===== config.mk =====
export PLATFORM = sky130hd
export DESIGN_NAME = axi4lite_slave_mem
export DESIGN_NICKNAME = d
export VERILOG_FILES = /design/src/rtl/axi4lite_pkg.sv /design/src/rtl/axi4lite_bytemem.sv /design/src/rtl/axi4lite_slave_mem.sv
export SDC_FILE = /design/constraint.sdc
export NUM_CORES = 2
export LEC_CHECK = 0
export CORE_MARGIN = 3
export CORE_UTILIZATION = 39
export DETAILED_ROUTE_END_ITERATION = 10
export HOLD_SLACK_MARGIN = 0.03
export SETUP_SLACK_MARGIN = 0.5
export SLEW_MARGIN = 0
export SYNTH_ARGS = -nofsm -noshare
export SYNTH_HDL_FRONTEND = slang
export SYNTH_HIERARCHICAL = 1
export SYNTH_SLANG_ARGS = --single-unit

===== constraint.sdc =====
create_clock -name clk -period 10.3 [get_ports clk]
set_clock_uncertainty 0.05 [all_clocks]
set_input_delay 2.06 -clock clk [delete_from_list [all_inputs] [get_ports clk]]
set_output_delay 2.06 -clock clk [all_outputs]
set_load 0.02 [all_outputs]

===== src/rtl/axi4lite_pkg.sv =====
// Shared definitions for the AXI4-Lite memory slave: response codes and FSM state types.
package axi4lite_pkg;

  localparam logic [1:0] RESP_OKAY   = 2'b00;
  localparam logic [1:0] RESP_SLVERR = 2'b10;

  typedef enum logic {
    W_COLLECT = 1'b0,
    W_RESP    = 1'b1
  } wr_state_t;

  typedef enum logic {
    R_IDLE = 1'b0,
    R_DATA = 1'b1
  } rd_state_t;

endpackage


===== src/rtl/axi4lite_bytemem.sv =====
// DEPTH x 128-bit storage with per-byte write enables and a registered read port.
// Contents are deliberately not reset.
module axi4lite_bytemem #(
  parameter int DEPTH = 16,
  parameter int AW    = (DEPTH > 1) ? $clog2(DEPTH) : 1
) (
  input  logic          clk,
  input  logic          we,
  input  logic [AW-1:0] waddr,
  input  logic [127:0]  wdata,
  input  logic [15:0]   wstrb,
  input  logic          re,
  input  logic [AW-1:0] raddr,
  output logic [127:0]  rdata
);

  logic [127:0] mem [DEPTH];

  // Read and write on the same edge to the same word returns the old contents.
  always_ff @(posedge clk) begin
    if (we) begin
      for (int i = 0; i < 16; i++) begin
        if (wstrb[i]) mem[waddr][i*8 +: 8] <= wdata[i*8 +: 8];
      end
    end
    if (re) rdata <= mem[raddr];
  end

endmodule


===== src/rtl/axi4lite_slave_mem.sv =====
// AXI4-Lite slave backed by a byte-enabled 128-bit memory; independent read and write FSMs.
//   state     | meaning
//   W_COLLECT | gathering AW and W (either order); commits when both are held
//   W_RESP    | write committed, bvalid high until B handshake
//   R_IDLE    | arready high, waiting for an address
//   R_DATA    | rvalid high, rdata/rresp held until R handshake
module axi4lite_slave_mem
  import axi4lite_pkg::*;
#(
  parameter int          DEPTH     = 16,
  parameter logic [31:0] BASE_ADDR = 32'h0000_0000
) (
  input  logic         clk,
  input  logic         rst,
  input  logic [31:0]  awaddr,
  input  logic         awvalid,
  output logic         awready,
  input  logic [127:0] wdata,
  input  logic [15:0]  wstrb,
  input  logic         wvalid,
  output logic         wready,
  output logic [1:0]   bresp,
  output logic         bvalid,
  input  logic         bready,
  input  logic [31:0]  araddr,
  input  logic         arvalid,
  output logic         arready,
  output logic [127:0] rdata,
  output logic [1:0]   rresp,
  output logic         rvalid,
  input  logic         rready
);

  localparam int          AW   = (DEPTH > 1) ? $clog2(DEPTH) : 1;
  localparam logic [31:0] SPAN = 32'(DEPTH * 16);

  wr_state_t wr_state, wr_state_nxt;
  rd_state_t rd_state, rd_state_nxt;

  logic         aw_held, w_held;
  logic [31:0]  aw_addr_q;
  logic [127:0] w_data_q;
  logic [15:0]  w_strb_q;
  logic [1:0]   bresp_q, rresp_q;
  logic         rd_zero_q;

  logic         aw_hs, w_hs, ar_hs, b_hs, r_hs;
  logic         wr_commit, wr_in_range, rd_in_range;
  logic [31:0]  wr_addr, wr_off, rd_off;
  logic [127:0] wr_data;
  logic [15:0]  wr_strb;
  logic [127:0] mem_rdata;

  assign aw_hs = awvalid & awready;
  assign w_hs  = wvalid & wready;
  assign ar_hs = arvalid & arready;
  assign b_hs  = bvalid & bready;
  assign r_hs  = rvalid & rready;

  // Each channel's payload comes from its holding register if it arrived earlier.
  assign wr_addr = aw_held ? aw_addr_q : awaddr;
  assign wr_data = w_held  ? w_data_q  : wdata;
  assign wr_strb = w_held  ? w_strb_q  : wstrb;
  assign wr_commit = !rst && (wr_state == W_COLLECT) &&
                     (aw_held || aw_hs) && (w_held || w_hs);

  assign wr_off      = wr_addr - BASE_ADDR;
  assign rd_off      = araddr - BASE_ADDR;
  assign wr_in_range = (wr_addr >= BASE_ADDR) && (wr_off < SPAN);
  assign rd_in_range = (araddr >= BASE_ADDR) && (rd_off < SPAN);

  // Write FSM
  always_ff @(posedge clk) begin
    if (rst) wr_state <= W_COLLECT;
    else     wr_state <= wr_state_nxt;
  end

  always_comb begin
    wr_state_nxt = wr_state;
    case (wr_state)
      W_COLLECT: if (wr_commit) wr_state_nxt = W_RESP;
      W_RESP:    if (b_hs)      wr_state_nxt = W_COLLECT;
      default:                  wr_state_nxt = W_COLLECT;
    endcase
  end

  always_comb begin
    awready = 1'b0;
    wready  = 1'b0;
    bvalid  = 1'b0;
    case (wr_state)
      W_COLLECT: begin
        awready = !rst && !aw_held;
        wready  = !rst && !w_held;
      end
      W_RESP:  bvalid = 1'b1;
      default: ;
    endcase
  end

  always_ff @(posedge clk) begin
    if (rst) begin
      aw_held   <= 1'b0;
      w_held    <= 1'b0;
      aw_addr_q <= '0;
      w_data_q  <= '0;
      w_strb_q  <= '0;
      bresp_q   <= RESP_OKAY;
    end else if (wr_commit) begin
      aw_held <= 1'b0;
      w_held  <= 1'b0;
      bresp_q <= wr_in_range ? RESP_OKAY : RESP_SLVERR;
    end else begin
      if (aw_hs) begin
        aw_held   <= 1'b1;
        aw_addr_q <= awaddr;
      end
      if (w_hs) begin
        w_held   <= 1'b1;
        w_data_q <= wdata;
        w_strb_q <= wstrb;
      end
    end
  end

  assign bresp = bresp_q;

  // Read FSM
  always_ff @(posedge clk) begin
    if (rst) rd_state <= R_IDLE;
    else     rd_state <= rd_state_nxt;
  end

  always_comb begin
    rd_state_nxt = rd_state;
    case (rd_state)
      R_IDLE:  if (ar_hs) rd_state_nxt = R_DATA;
      R_DATA:  if (r_hs)  rd_state_nxt = R_IDLE;
      default:            rd_state_nxt = R_IDLE;
    endcase
  end

  always_comb begin
    arready = 1'b0;
    rvalid  = 1'b0;
    case (rd_state)
      R_IDLE:  arready = !rst;
      R_DATA:  rvalid  = 1'b1;
      default: ;
    endcase
  end

  // Out-of-range and post-reset reads mask the memory port to zero.
  always_ff @(posedge clk) begin
    if (rst) begin
      rresp_q   <= RESP_OKAY;
      rd_zero_q <= 1'b1;
    end else if (ar_hs) begin
      rresp_q   <= rd_in_range ? RESP_OKAY : RESP_SLVERR;
      rd_zero_q <= !rd_in_range;
    end
  end

  assign rdata = rd_zero_q ? '0 : mem_rdata;
  assign rresp = rresp_q;

  axi4lite_bytemem #(
    .DEPTH (DEPTH),
    .AW    (AW)
  ) u_mem (
    .clk   (clk),
    .we    (wr_commit && wr_in_range),
    .waddr (wr_off[AW+3:4]),
    .wdata (wr_data),
    .wstrb (wr_strb),
    .re    (ar_hs && rd_in_range),
    .raddr (rd_off[AW+3:4]),
    .rdata (mem_rdata)
  );

endmodule


==> qor.yml <==
status: "finished, final reports clean"
syn_area_um2: 90910
r2r_end: "u_mem/mem[3][12]"
finalHoldViolCount: 0
dieArea_um2: 238900
worstPathRequired_ns: 8.19
power_density_nw_per_um2: 192.2
wl_mm: 231.5
cts_tree: "yes"
crit_chain: "clkbuf_8 > nor3_4 > clkdlybuf4s50_1"
slowest_delay_ns: 0.69
syn_to_final_growth_pct: 15.36
cts_sinks: 2355
synth_area_leader_cell: "edfxtp_1"
wl_per_cell_um: 27.76
yosysSeqAreaShare_pct: 75.82
initial_utilization_pct: 39.36
drc: 0
max_freq_mhz: 178.5
drv_cap: 0
r2r_cells: 6
power.total_uw: 20150
vias_per_cell: 5.485
yosysWarnings: 6
ant_nets: 0
route.vias.total: 45740
layout_commonest_cell: "edfxtp_1"
grt_overflow_total: 0
async_reset_ff_share_pct: 0
synth_edf_count: 2176
ir_drop_mv: 0.1400
final_util_pct: 45.40
setup_tns_ns: 0
crit_type: "primary input to primary output"
clk_pin_slew_ns: 0.06
period_share_pct: 54.39
dr.pass1.iters: 6
endpoint_kind: "primary output"
io_buffers: 341
cts-root-buf: "clkbuf_16"
drive_gt1_share_pct: 21.02
fp-row-count: 176
htreeDepth: 4
p_leak_uw: 0.03225
hpwlAfterDp_mm: 140.7
hp-class: "flop to flop"
slew_headroom_pct: 20.98
antenna_found_initial: 20
synthSimpleGateAreaFrac_pct: 4.557
grt_pass1_vias: 46270
layout_common_cells: "2176 x edfxtp_1, 482 x mux4_2, 459 x nand2_1"
dieHeight_um: 488.8
synth.avg_cell_area_um2: 19.06
fin_ws_ns: 4.697
worstHoldStart: "w_data_q[109]"
finalWeightedCongestion: 0.7571
synth_area_leaders: "edfxtp_1 72%, mux4_2 12%, dfxtp_1 3.9%, mux2_2 2.5%, nand2_1 1.9%"
io_pins: 352
synth_top_family_by_area: "multiplexers"
coreArea_um2: 231000
ys_dominant_reg_cell: "edfxtp_1"
path_max_fanout: 82
drv_slew: 0
arrival_ns: 3.49
drtIter0Drc: 4510
rsz0062_at_grt: "no"
synth_cell_types: 37
grt_usage_pct: 19.17
nets: 5314
hold_depth: 2
clock_latency_ns: 0.86
worst_setup_path_start_kind: "primary input"
netlist.area_leader.share_pct: 71.87
pre_cts_ws_ns: 4.374
grt_max_degree: 137
r2r_setup_slack_ns: 6.37
setup_viol: 0
critPathSlowestCell: "clkdlybuf4s50_1"
synth-compound-area-share_pct: 3.234
worst_pin_slew_ns: 1.181
synth-xor-area-share_pct: 0
ys_ff_latch: 2355
hold_path_end: "w_data_q[109]"
clk_path_buf_depth: 3
yosys.area_share.adder_pct: 0
synth_mux_area_share_pct: 14.68
worstReg2RegStart: "w_held"
die_x_um: 488.8
synthCells: 4771
cts_resized: 0
fin_crit_ns: 5.603
post_cts_buffers: 0
cts_hold_buffers: 0
cts_buffers: 235
grt_first_pass_wirelength_mm: 330.2
-- cell usage after synthesis, types with 3 or more instances --
cell type,n
edfxtp_1,2176
mux4_2,482
nand2_1,468
nor2_1,271
a22oi_1,221
mux2_2,203
dfxtp_1,179
a21oi_1,176
nor2b_1,158
clkbuf_1,150
buf_2,86
buf_4,33
buf_6,26
mux2i_1,20
o221ai_1,20
nor4_1,16
o21ai_0,14
nand2b_1,13
nand3_1,12
a221oi_1,10
nor3_1,6
o22a_1,5
and2_1,4
nand4_1,4
buf_1,3
-- sequential cells by signal, indices dropped and copies added (netlist names) --
name         count
w_strb_q        16
rd_state         1
aw_held          1
bresp            1
wr_state         1
aw_addr_q       28
rresp            1
w_data_q       128
u_mem/rdata    128
u_mem/mem     2048
w_held           1
rd_zero_q        1
-- kinds of logic (layout without fill, tap and decap cells) --
kind of cell           after synthesis  count (layout)
flip-flops                        2355            2355
AND/OR/NAND/NOR                    959             959
multiplexers                       705             705
AO/OA/AOI/OAI                      450             450
buffers and inverters              301             833
other                                1              11
-- worst max-delay path, delay by kind of cell --
| family | cells | cell delay [ns] |
|---|---|---|
| simple gates | 1 | 0.42 |
| buf+inv | 2 | 0.97 |
-- routing by layer --
layer,up-vias,GRT usage [%],wire [um]
met5,-,0,73
met4,10,6.329,6994
met3,349,4.456,17840
met2,1637,30.40,110700
met1,24018,26.23,95830
li1,19726,-,-
-- report_power, final --
part           internal (uW)  switching [uW]
Clock                   4880            3610
Combinational            381             710
Sequential             10600            17.5
Total                  15800            4340
-- per-stage QoR --
step	hold WS [ns]	area, um2	std cells
6_report	0.4022	104900	8339
5_1_grt	0.4188	104900	8337
4_1_cts	0.4025	104900	8330
3_5_place_dp	0.3930	97180	7888
3_3_place_gp	0.3884	97180	7888
2_1_floorplan	0.3829	90920	4772
-- area by class of cell --
class | instances | area (um2)
inverter | 2 | 7.507
fill | 19486 | 126100
tap | 3026 | 3786
clock inverter | 152 | 1463
timing repair buffer | 389 | 3886
multi-input combinational | 2116 | 20570
sequential | 2355 | 68930
antenna | 9 | 22.52
clock buffer | 290 | 6210
-- how the worst max path moves through the flow --
stage / startpoint / end / slack [ns] / cells past startpoint
5_1_grt: rst / wready / 4.62 / 3
3_5_place_dp: wvalid / u_mem/mem[11][59] / 4.37 / 7
3_3_place_gp: wvalid / u_mem/mem[3][12] / 4.43 / 7
2_1_floorplan: rst / u_mem/rdata[0] / 1.77 / 3
6_report: rst / wready / 4.70 / 3
4_1_cts: rst / wready / 4.67 / 3
No activity file was read; power rests on OpenSTA's default activity.
